### src/rtl/muxnlut_pkg.sv
// Shared constants and config-bit index helpers for the muxnlut_reg mux tree.
package muxnlut_pkg;

  localparam int LEVELS_MAX = 5;

  function automatic int no_config_bits(input int levels);
    return 2 * levels - 1;
  endfunction

  // REG_k: output k is taken from its register instead of the combinational tree.
  function automatic int reg_idx(input int k);
    return k - 1;
  endfunction

  // SPLIT_k: level k selects from the upper window I[2**k .. 2**(k+1)-1].
  function automatic int split_idx(input int levels, input int k);
    return levels + k - 1;
  endfunction

  function automatic int flog2(input int n);
    int r;
    r = 0;
    for (int v = n; v > 1; v = v >> 1) r++;
    return r;
  endfunction

endpackage

### src/rtl/cus_mux21_buf.sv
// Buffered 2:1 mux cell: X = S ? A1 : A0.
module cus_mux21_buf (
  input  logic A0,
  input  logic A1,
  input  logic S,
  output logic X
);

  assign X = S ? A1 : A0;

endmodule

### src/rtl/muxnlut_reg.sv
// Multi-level mux tree with per-level optional output registers.
// Define MUXNLUT_PIPE_EN to add a CE-gated input register stage on I and S.
module muxnlut_reg
  import muxnlut_pkg::*;
#(
  parameter int LEVELS       = 3,
  parameter int NoConfigBits = no_config_bits(LEVELS)
) (
  input  logic                    UserCLK,
  input  logic                    resetn,
  input  logic [2**LEVELS-1:0]    I,
  input  logic [LEVELS-1:0]       S,
  input  logic                    CE,
  input  logic                    SR,
  output logic [LEVELS-1:0]       M,
  input  logic [NoConfigBits-1:0] ConfigBits
);

  localparam int N_IN = 2**LEVELS;

  logic [N_IN-1:0]   i_eff;
  logic [LEVELS-1:0] s_eff;
  logic [LEVELS-1:0] c;
  logic [LEVELS-1:0] out_q, out_d;

`ifdef MUXNLUT_PIPE_EN
  logic [N_IN-1:0]   i_q, i_d;
  logic [LEVELS-1:0] s_q, s_d;

  always_comb begin
    // NOTE: every always_comb output gets a default first so no path can infer a latch.
    i_d = i_q;
    s_d = s_q;
    if (CE) begin
      i_d = I;
      s_d = S;
    end
  end

  always_ff @(posedge UserCLK or negedge resetn) begin
    if (!resetn) begin
      i_q <= '0;
      s_q <= '0;
    end else begin
      i_q <= i_d;
      s_q <= s_d;
    end
  end

  assign i_eff = i_q;
  assign s_eff = s_q;
`else
  assign i_eff = I;
  assign s_eff = S;
`endif

  // Heap-ordered tree: node 1 is the root, leaves node[N_IN+i] = I[i],
  // and node n at depth d selects with S[LEVELS-1-d].
  logic [2*N_IN-1:1] node;
  assign node[2*N_IN-1:N_IN] = i_eff;

  for (genvar n = 1; n < N_IN; n++) begin : g_node
    localparam int DEPTH = flog2(n);
    cus_mux21_buf u_mux (
      .A0 (node[2*n]),
      .A1 (node[2*n+1]),
      .S  (s_eff[LEVELS-1-DEPTH]),
      .X  (node[n])
    );
  end

  // The two leftmost subtrees at depth LEVELS-k cover the lower and upper
  // 2**k-input windows; SPLIT_k picks between them.
  for (genvar k = 1; k <= LEVELS; k++) begin : g_level
    if (k == LEVELS) begin : g_top
      assign c[k-1] = node[1];
    end else begin : g_split
      cus_mux21_buf u_split (
        .A0 (node[2**(LEVELS-k)]),
        .A1 (node[2**(LEVELS-k)+1]),
        .S  (ConfigBits[split_idx(LEVELS, k)]),
        .X  (c[k-1])
      );
    end
  end

  always_comb begin
    out_d = out_q;
    if (SR)      out_d = '0;
    else if (CE) out_d = c;
  end

  // NOTE: sequential state uses non-blocking assignments; reset is async active-low.
  always_ff @(posedge UserCLK or negedge resetn) begin
    if (!resetn) out_q <= '0;
    else         out_q <= out_d;
  end

  for (genvar k = 1; k <= LEVELS; k++) begin : g_out
    assign M[k-1] = ConfigBits[reg_idx(k)] ? out_q[k-1] : c[k-1];
  end

endmodule

### config.mk
export PLATFORM = sky130hd
export DESIGN_NAME = muxnlut_reg
export DESIGN_NICKNAME = d
export VERILOG_FILES = /design/src/rtl/muxnlut_pkg.sv /design/src/rtl/cus_mux21_buf.sv /design/src/rtl/muxnlut_reg.sv
export SDC_FILE = /design/constraint.sdc
export NUM_CORES = 1
export LEC_CHECK = 0
export BUFFER_PORTS_ARGS = -buffer_cell sky130_fd_sc_hd__buf_2
export CORE_AREA = 2 2 39 41
export CTS_CLUSTER_DIAMETER = 200
export CTS_CLUSTER_SIZE = 16
export DETAILED_ROUTE_END_ITERATION = 10
export DIE_AREA = 0 0 41 43
export PLACE_DENSITY = 0.48
export REMOVE_ABC_BUFFERS = 1
export SYNTH_ARGS = -nofsm -noshare
export SYNTH_HDL_FRONTEND = slang
export SYNTH_SLANG_ARGS = --single-unit
### constraint.sdc
create_clock -name UserCLK -period 1.98 [get_ports UserCLK]
set_input_delay 0.495 -clock UserCLK [delete_from_list [all_inputs] [get_ports UserCLK]]
set_output_delay 0.495 -clock UserCLK [all_outputs]
set_load 0.01 [all_outputs]
==> report_table.html, run 1 <==
<table>
<tr><th>Metric</th><th>Value</th></tr>
<tr><th colspan="2">Floorplan</th></tr>
<tr><td>Count of pins on the block boundary</td><td>23</td></tr>
<tr><td>Number of standard-cell rows in the floorplan</td><td>14</td></tr>
<tr><td>Starting density of the core</td><td>0.2080</td></tr>
<tr><td>Die Area</td><td>between 0.0015 and 0.002 sq mm</td></tr>
<tr><td>Die Width</td><td>41 microns</td></tr>
<tr><td>Die Span Y</td><td>43 microns</td></tr>
<tr><td>Core Footprint</td><td>between 0.001 and 0.0015 sq mm</td></tr>
<tr><th colspan="2">Critical path</th></tr>
<tr><td>Crit end category</td><td>output pin</td></tr>
<tr><td>Worst-case reg-to-reg path depth</td><td>2</td></tr>
<tr><td>CP arrival</td><td>1.47 ns</td></tr>
<tr><td>Reg-to-reg setup timing slack</td><td>1.31 ns</td></tr>
<tr><td>Reg-to-reg startpoint</td><td>out_q[1]$_DFFE_PN0P_</td></tr>
<tr><td>Crit Path Max Fanout</td><td>2</td></tr>
<tr><td>Crit Reg-Reg Endpoint</td><td>out_q[1]$_DFFE_PN0P_</td></tr>
<tr><td>Endpoint required time on the critical path</td><td>1.48 ns</td></tr>
<tr><td>WP buf/inv</td><td>2</td></tr>
<tr><td>Worst Path Class, Setup</td><td>in -&gt; out</td></tr>
<tr><td>Startpoint Class</td><td>primary input</td></tr>
<tr><td>List of cells traversed by the critical path</td><td>buf_6 -&gt; mux4_2 -&gt; mux2_4 -&gt; buf_6</td></tr>
<tr><td>Slowest CP cell</td><td>sky130_fd_sc_hd__mux4_2</td></tr>
<tr><td>Worst path depth</td><td>4</td></tr>
<tr><td>Kind of cell with the highest combined delay on the critical path</td><td>multiplexers</td></tr>
<tr><td>Most frequent CP cell</td><td>sky130_fd_sc_hd__buf_6</td></tr>
<tr><td>CP peak stage delay</td><td>0.50 ns</td></tr>
<tr><th colspan="2">Clock tree</th></tr>
<tr><td>Reg clk slew, reported paths</td><td>roughly 0.04 ns</td></tr>
<tr><td># clock sinks</td><td>3</td></tr>
<tr><td>Maximum level of the CTS H-tree</td><td>1</td></tr>
<tr><td>Maximum number of buffers from clock root to sink</td><td>2</td></tr>
<tr><td>Clock network latency to the later pin of the worst-skew pair</td><td>roughly 0.24 ns</td></tr>
<tr><td>Clock buffer count from CTS</td><td>3</td></tr>
<tr><td>Clock tree from TritonCTS</td><td>done</td></tr>
<tr><td>Root buffer selected by CTS</td><td>sky130_fd_sc_hd__clkbuf_4</td></tr>
<tr><th colspan="2">Logic synthesis</th></tr>
<tr><td>Largest cells by area after synthesis</td><td>sky130_fd_sc_hd__dfrtp_1 26%, sky130_fd_sc_hd__mux2i_1 17%, sky130_fd_sc_hd__mux4_2 7.8%, sky130_fd_sc_hd__nand3b_1 7.8%, sky130_fd_sc_hd__nor2_1 6.5%</td></tr>
<tr><td>Yosys cell types</td><td>16</td></tr>
<tr><td>Count of mapped cells out of synthesis</td><td>33</td></tr>
<tr><td>Post-synthesis async set-or-reset flop share</td><td>1.000</td></tr>
<tr><td>Warnings, synthesis</td><td>0</td></tr>
<tr><td>Top-area cell type share of the netlist area</td><td>0.2609</td></tr>
<tr><td>Flip-flop cell with the highest count after synthesis</td><td>sky130_fd_sc_hd__dfrtp_1</td></tr>
<tr><td>Proportion of synthesized chip area in sequential cells</td><td>0.2609</td></tr>
<tr><td>Average cell area after synthesis</td><td>8.720 sq um</td></tr>
<tr><td>Cell taking the most area after synthesis</td><td>sky130_fd_sc_hd__dfrtp_1</td></tr>
<tr><td>Post-synth design cell area</td><td>287.8 sq um</td></tr>
<tr><td>Number of synthesized flops with an enable pin</td><td>0</td></tr>
<tr><td>Leading post-synthesis cells by instance count</td><td>5 x sky130_fd_sc_hd__mux2i_1, 5 x sky130_fd_sc_hd__nor2_1</td></tr>
<tr><td>FF+latch count, synth</td><td>3</td></tr>
<tr><th colspan="2">Timing</th></tr>
<tr><td>Transition time at the pin with the least slew margin</td><td>0.2155 ns</td></tr>
<tr><td>Max-Slew Margin vs Limit</td><td>0.8522</td></tr>
<tr><td>Final Skew</td><td>0 ns</td></tr>
<tr><td>RSZ-0062 raised after global routing</td><td>yes</td></tr>
<tr><td>Total of endpoints with negative setup slack in the final report</td><td>0</td></tr>
<tr><td>Final Max Slew Viols</td><td>0</td></tr>
<tr><td>Setup slack after layout</td><td>0.01267 ns</td></tr>
<tr><td>Final period util</td><td>0.9936</td></tr>
<tr><td>Peak clock frequency supported by timing</td><td>about 510 MHz</td></tr>
<tr><td>Final critical path time including I/O delays and setup</td><td>1.967 ns</td></tr>
<tr><td>Sum of negative setup slack</td><td>0 ns</td></tr>
<tr><td>Hold Vio Cnt, Final</td><td>0</td></tr>
<tr><th colspan="2">Global routing</th></tr>
<tr><td>Antenna violations before repair</td><td>0</td></tr>
<tr><td>First-pass GRT wire length</td><td>1076 microns</td></tr>
<tr><td>All-Layer GR Usage</td><td>0.09538</td></tr>
<tr><td>Vias in the first global route</td><td>272</td></tr>
<tr><td>GR Overflow Total</td><td>0</td></tr>
<tr><td>Largest net degree at the start of global routing</td><td>9</td></tr>
<tr><th colspan="2">Finish</th></tr>
<tr><td>Area Growth Syn to Fin</td><td>61.74%</td></tr>
<tr><td>Top register by number of flip-flops</td><td>out_q</td></tr>
<tr><td># diodes</td><td>0</td></tr>
<tr><td>Finished layout cell area</td><td>465.4 sq um</td></tr>
<tr><td>Flip-flop and latch area</td><td>75.07 sq um</td></tr>
<tr><td>Top Registers</td><td>out_q x3</td></tr>
<tr><td>Share of cells above drive strength 1</td><td>0.4915</td></tr>
<tr><td>Area used by multi-input combinational logic</td><td>around 200 sq um</td></tr>
<tr><td>Layout Nets</td><td>80</td></tr>
<tr><td>Filler Cell Count</td><td>around 160</td></tr>
<tr><td>Flip-flop count of the largest register after layout</td><td>3</td></tr>
<tr><th colspan="2">Status</th></tr>
<tr><td>Run status</td><td>finished, final reports clean</td></tr>
<tr><th colspan="2">Drt</th></tr>
<tr><td>Post-detailed-route DRC marker count</td><td>0</td></tr>
<tr><td>Via count of the routed design</td><td>between 300 and 400</td></tr>
<tr><td>Wirelength, routed</td><td>740 microns</td></tr>
<tr><td>Detailed Routing Iterations Pass 1</td><td>2</td></tr>
<tr><td>Detail-routed net length per standard cell</td><td>9.867 microns</td></tr>
<tr><td>Antenna-violating nets left</td><td>0</td></tr>
<tr><td>First DRT Iteration DRCs</td><td>3</td></tr>
<tr><td>Number of vias per cell</td><td>between 4 and 5</td></tr>
<tr><th colspan="2">Place</th></tr>
<tr><td>Detailed placer's ending HPWL</td><td>630.3 microns</td></tr>
<tr><td>Placer Congestion</td><td>0.5574</td></tr>
<tr><td>Count of buffers inserted at the top-level ports</td><td>22</td></tr>
<tr><td>Instance area after placement</td><td>409.1 sq um</td></tr>
<tr><td>Pre-CTS worst setup slack</td><td>-0.02016 ns</td></tr>
<tr><th colspan="2">Power</th></tr>
<tr><td>Largest vdd supply drop</td><td>0.1572 mV</td></tr>
<tr><td>Power Density</td><td>between 500 and 600 mW/mm^2</td></tr>
<tr><td>Standby leakage power</td><td>0.2391 nW</td></tr>
<tr><td>Total chip power</td><td>262.6 uW</td></tr>
<tr><th colspan="2">Worst hold path</th></tr>
<tr><td>Type of the tightest min-delay check</td><td>in -&gt; async</td></tr>
<tr><th colspan="2">Run</th></tr>
<tr><td>Max Cap Violations</td><td>0</td></tr>
</table>
[final cells by class]
| class | count | area share |
|---|---|---|
| sequential | 3 | 0.1613 |
| clock buffer | 4 | 0.05645 |
| multi-input combinational | 28 | 0.4301 |
| tap | 16 | 0.04301 |
| timing repair buffer | 24 | 0.3091 |
[how the worst max path moves through the flow]
stage                     start  endpoint  slack, ns
after detailed placement   S[0]      M[0]      -0.02
after floorplan            S[0]      M[0]       0.22
after CTS                  I[3]      M[0]      0.005
after global placement     S[0]      M[0]      -0.01
final                      S[0]      M[0]       0.01
after global routing       S[0]      M[1]     -0.004
[report_power, final]
part	leakage [nW]	switching [mW]	internal (mW)	total, mW
combinational	0.185	0.0355	0.0481	0.0836
clock	0.0150	0.0343	0.0757	0.110
sequential	0.0391	0.00256	0.0665	0.0691
[through the flow]
stage,utilization,instances,hold WS [ns]
after floorplan,-,31,0.1994
after global placement,0.2957,70,0.2956
after detailed placement,0.2957,70,0.2968
after CTS,0.3264,74,0.03390
after global routing,0.3363,75,0.02829
final,0.3363,75,0.04627
[layer usage]
| metal | up-vias | wire (microns) | global-route usage |
|---|---|---|---|
| met5 | - | 0 | 0 |
| met4 | 0 | 0 | 0.08000 |
| met3 | 0 | 79 | 0.04712 |
| met2 | 15 | 364 | 0.1250 |
| met1 | 148 | 297 | 0.1093 |
| li1 | 174 | - | - |
[placed cells by master (no fill, tap or decap), drive strengths merged]
master,synthesis,routed
nor2,5,5
clkbuf,0,4
nor2b,1,1
nand3b,3,3
o21ai,2,2
mux2i,5,5
a211oi,2,2
buf,2,24
mux2,1,1
nand3,3,3
a22oi,1,1
dfrtp,3,3
nand2,3,3
mux4,1,1
nand4,1,1
[kinds of logic (layout without fill, tap and decap cells)]
logic type             count (synthesis)  in the layout  share of synthesized area
AO/OA/AOI/OAI                          5              5                     0.1130
buffers and inverters                  2             28                    0.05650
flip-flops                             3              3                     0.2609
multiplexers                           7              7                     0.2913
AND/OR/NAND/NOR                       16             16                     0.2783
[timing repair]
action | CTS | global route
hold endpoints to repair | 0 | 0
gates resized for setup | 3 | 1
setup endpoints to repair | 1 | 2
hold buffers | 0 | 0
buffers inserted | 0 | 1
pin swaps | 0 | 2
No activity file was read; power rests on OpenSTA's default activity.
==> run 2, diff against run 1 <==
--- a/config.mk
+++ b/config.mk
@@ -6,11 +6,11 @@
 export NUM_CORES = 1
 export LEC_CHECK = 0
 export BUFFER_PORTS_ARGS = -buffer_cell sky130_fd_sc_hd__buf_2
-export CORE_AREA = 2 2 39 41
+export CORE_AREA = 8 8 45 47
 export CTS_CLUSTER_DIAMETER = 200
 export CTS_CLUSTER_SIZE = 16
 export DETAILED_ROUTE_END_ITERATION = 10
-export DIE_AREA = 0 0 41 43
+export DIE_AREA = 0 0 53 55
 export PLACE_DENSITY = 0.48
 export REMOVE_ABC_BUFFERS = 1
 export SYNTH_ARGS = -nofsm -noshare
==> report_table.html, run 2 (same netlist as run 1, synthesis figures left out) <==
<table>
<tr><th>Metric</th><th>Value</th></tr>
<tr><th colspan="2">Finish</th></tr>
<tr><td>Finished layout cell area</td><td>approximately 470 sq um</td></tr>
<tr><td>Most frequent standard cell in the layout excluding fill and tap cells</td><td>sky130_fd_sc_hd__buf_2</td></tr>
<tr><td>Top Registers</td><td>out_q x3</td></tr>
<tr><td>Filler Cell Count</td><td>152</td></tr>
<tr><td>Commonest cells after routing, fill and taps aside</td><td>19 x sky130_fd_sc_hd__buf_2, 5 x sky130_fd_sc_hd__mux2i_1, 5 x sky130_fd_sc_hd__nor2_1</td></tr>
<tr><td>Area used by multi-input combinational logic</td><td>200.2 sq um</td></tr>
<tr><td>Share of cells above drive strength 1</td><td>0.4915</td></tr>
<tr><td>Count of non-filler cells in the finished layout</td><td>75</td></tr>
<tr><td>Area Growth Syn to Fin</td><td>63.04%</td></tr>
<tr><td>Flip-flop and latch area</td><td>75.07 sq um</td></tr>
<tr><td>Utilization after layout</td><td>0.3391</td></tr>
<tr><td>Top register by number of flip-flops</td><td>out_q</td></tr>
<tr><td>Flip-flop count of the largest register after layout</td><td>3</td></tr>
<tr><td>Layout Nets</td><td>80</td></tr>
<tr><td># diodes</td><td>0</td></tr>
<tr><th colspan="2">Critical path</th></tr>
<tr><td>Crit end category</td><td>output pin</td></tr>
<tr><td>CP arrival</td><td>1.46 ns</td></tr>
<tr><td>Startpoint Class</td><td>primary input</td></tr>
<tr><td>Capturing element of the worst setup path</td><td>M[0]</td></tr>
<tr><td>Crit Path Max Fanout</td><td>2</td></tr>
<tr><td>CP peak stage delay</td><td>roughly 0.46 ns</td></tr>
<tr><td>Endpoint required time on the critical path</td><td>around 1.5 ns</td></tr>
<tr><td>Slowest CP cell</td><td>sky130_fd_sc_hd__mux4_2</td></tr>
<tr><td>Reg-to-reg startpoint</td><td>out_q[2]$_DFFE_PN0P_</td></tr>
<tr><td>Crit Reg-Reg Endpoint</td><td>out_q[2]$_DFFE_PN0P_</td></tr>
<tr><td>Reg-to-reg setup timing slack</td><td>approximately 1.3 ns</td></tr>
<tr><td>WP buf/inv</td><td>2</td></tr>
<tr><td>Worst Path Class, Setup</td><td>in -&gt; out</td></tr>
<tr><td>Kind of cell with the highest combined delay on the critical path</td><td>multiplexers</td></tr>
<tr><td>Source of the critical timing path</td><td>I[2]</td></tr>
<tr><td>Worst path depth</td><td>4</td></tr>
<tr><td>Worst-case reg-to-reg path depth</td><td>2</td></tr>
<tr><td>List of cells traversed by the critical path</td><td>buf_2 -&gt; mux4_2 -&gt; mux2_4 -&gt; buf_6</td></tr>
<tr><th colspan="2">Drt</th></tr>
<tr><td>First DRT Iteration DRCs</td><td>7</td></tr>
<tr><td>Via count of the routed design</td><td>339</td></tr>
<tr><td>Wirelength, routed</td><td>879 microns</td></tr>
<tr><td>Post-detailed-route DRC marker count</td><td>0</td></tr>
<tr><td>Antenna-violating nets left</td><td>0</td></tr>
<tr><td>Detail-routed net length per standard cell</td><td>11.72 microns</td></tr>
<tr><td>Number of vias per cell</td><td>4.520</td></tr>
<tr><td>Detailed Routing Iterations Pass 1</td><td>2</td></tr>
<tr><th colspan="2">Global routing</th></tr>
<tr><td>Top Usage Layer GRT</td><td>met2</td></tr>
<tr><td>Vias in the first global route</td><td>between 300 and 400</td></tr>
<tr><td>Met1 routing resource usage after global routing</td><td>0.06849</td></tr>
<tr><td>Met3 global-route usage</td><td>0.03476</td></tr>
<tr><td>Met2 track demand over resource</td><td>0.09570</td></tr>
<tr><td>GR Overflow Total</td><td>0</td></tr>
<tr><td>All-Layer GR Usage</td><td>0.06506</td></tr>
<tr><td>Largest net degree at the start of global routing</td><td>9</td></tr>
<tr><td>Antenna violations before repair</td><td>0</td></tr>
<tr><td>First-pass GRT wire length</td><td>1428 microns</td></tr>
<tr><th colspan="2">Clock tree</th></tr>
<tr><td>Reg clk slew, reported paths</td><td>0.04 ns</td></tr>
<tr><td># clock sinks</td><td>3</td></tr>
<tr><td>Maximum number of buffers from clock root to sink</td><td>2</td></tr>
<tr><td>Clock buffer count from CTS</td><td>3</td></tr>
<tr><td>Clock network latency to the later pin of the worst-skew pair</td><td>0.23 ns</td></tr>
<tr><td>Maximum level of the CTS H-tree</td><td>1</td></tr>
<tr><td>Clock tree from TritonCTS</td><td>done</td></tr>
<tr><td>Root buffer selected by CTS</td><td>sky130_fd_sc_hd__clkbuf_4</td></tr>
<tr><th colspan="2">Timing</th></tr>
<tr><td>Final period util</td><td>0.9897</td></tr>
<tr><td>Hold Vio Cnt, Final</td><td>0</td></tr>
<tr><td>Max-Slew Margin vs Limit</td><td>0.8468</td></tr>
<tr><td>Sum of negative setup slack</td><td>0 ns</td></tr>
<tr><td>Final Skew</td><td>0 ns</td></tr>
<tr><td>Peak clock frequency supported by timing</td><td>510.3 MHz</td></tr>
<tr><td>Transition time at the pin with the least slew margin</td><td>0.2234 ns</td></tr>
<tr><td>Final critical path time including I/O delays and setup</td><td>1.960 ns</td></tr>
<tr><td>Total of endpoints with negative setup slack in the final report</td><td>0</td></tr>
<tr><td>Final Max Slew Viols</td><td>0</td></tr>
<tr><td>RSZ-0062 raised after global routing</td><td>yes</td></tr>
<tr><th colspan="2">Floorplan</th></tr>
<tr><td>Core Footprint</td><td>about 0.0014 sq mm</td></tr>
<tr><td>Die Area</td><td>slightly below 0.003 sq mm</td></tr>
<tr><td>Die Width</td><td>53 microns</td></tr>
<tr><td>Count of pins on the block boundary</td><td>23</td></tr>
<tr><td>Number of standard-cell rows in the floorplan</td><td>14</td></tr>
<tr><td>Starting density of the core</td><td>0.2080</td></tr>
<tr><td>Die Span Y</td><td>55 microns</td></tr>
<tr><th colspan="2">Place</th></tr>
<tr><td>Count of buffers inserted at the top-level ports</td><td>22</td></tr>
<tr><td>Instance area after placement</td><td>409.1 sq um</td></tr>
<tr><td>Placer Congestion</td><td>0.6743</td></tr>
<tr><td>Inst Count DP</td><td>70</td></tr>
<tr><td>Detailed placer's ending HPWL</td><td>767.3 microns</td></tr>
<tr><th colspan="2">Power</th></tr>
<tr><td>Standby leakage power</td><td>0.2405 nW</td></tr>
<tr><td>Proportion of total power due to net switching</td><td>0.2739</td></tr>
<tr><td>Combinational group share of total power</td><td>0.324</td></tr>
<tr><td>Largest vdd supply drop</td><td>0.1191 mV</td></tr>
<tr><td>Total chip power</td><td>263.2 uW</td></tr>
<tr><td>Clock network fraction of total power</td><td>0.414</td></tr>
<tr><td>Switching power</td><td>approximately 72 uW</td></tr>
<tr><td>Power share of the sequential group</td><td>0.262</td></tr>
<tr><td>Power Density</td><td>560.9 mW/mm^2</td></tr>
<tr><td>Design internal power</td><td>approximately 190 uW</td></tr>
<tr><th colspan="2">Status</th></tr>
<tr><td>Run status</td><td>finished, final reports clean</td></tr>
<tr><th colspan="2">Run</th></tr>
<tr><td>Max Cap Violations</td><td>0</td></tr>
<tr><th colspan="2">Worst hold path</th></tr>
<tr><td>Type of the tightest min-delay check</td><td>in -&gt; async</td></tr>
</table>
## run 2: cell counts in the layout (fill, tap and decap cells not counted)
Identical to the previous run, type by type.
## run 2: worst min path at each step
| stage | startpoint | slack (ns) | to |
|---|---|---|---|
| after CTS | resetn | 0.04 | out_q[1]$_DFFE_PN0P_ |
| after global routing | resetn | 0.04 | out_q[0]$_DFFE_PN0P_ |
| after global placement | resetn | 0.30 | out_q[2]$_DFFE_PN0P_ |
| final | resetn | 0.05 | out_q[0]$_DFFE_PN0P_ |
| after detailed placement | resetn | 0.30 | out_q[2]$_DFFE_PN0P_ |
| after floorplan | resetn | 0.20 | out_q[0]$_DFFE_PN0P_ |
## run 2: power groups by stage
stage / Combinational (mW) / Sequential (mW) / Clock (mW)
2_1_floorplan: 0.0352 / 0.0690 / 0
3_3_place_gp: 0.0744 / 0.0698 / 0
3_5_place_dp: 0.0756 / 0.0698 / 0
4_1_cts: 0.0814 / 0.0692 / 0.115
5_1_grt: 0.0939 / 0.0698 / 0.123
6_report: 0.0852 / 0.0691 / 0.109
## run 2: timing repair
item	4_1_cts	5_1_grt
endpoints found under the setup margin	1	2
resized for setup	3	2
pin swaps	0	1
hold buffers	0	0
buffers inserted	0	1
## run 2: cell type report
type / count / share of cell area
clock buffer: 4 / 0.05600
multi-input combinational: 28 / 0.4267
sequential: 3 / 0.1600
tap: 16 / 0.04267
timing repair buffer: 24 / 0.3147
## run 2: layer usage
layer	vias up	wire length (microns)
met3	0	130
met5	-	0
li1	174	-
met2	18	377
met4	0	0
met1	147	372
## run 2: per-stage QoR
| step | hold WS, ns | worst slack, ns |
|---|---|---|
| 2_1_floorplan | 0.1994 | 0.2172 |
| 3_3_place_gp | 0.2953 | -0.02042 |
| 3_5_place_dp | 0.2967 | -0.02250 |
| 4_1_cts | 0.04028 | 0.008869 |
| 5_1_grt | 0.04145 | -0.01011 |
| 6_report | 0.04784 | 0.02036 |
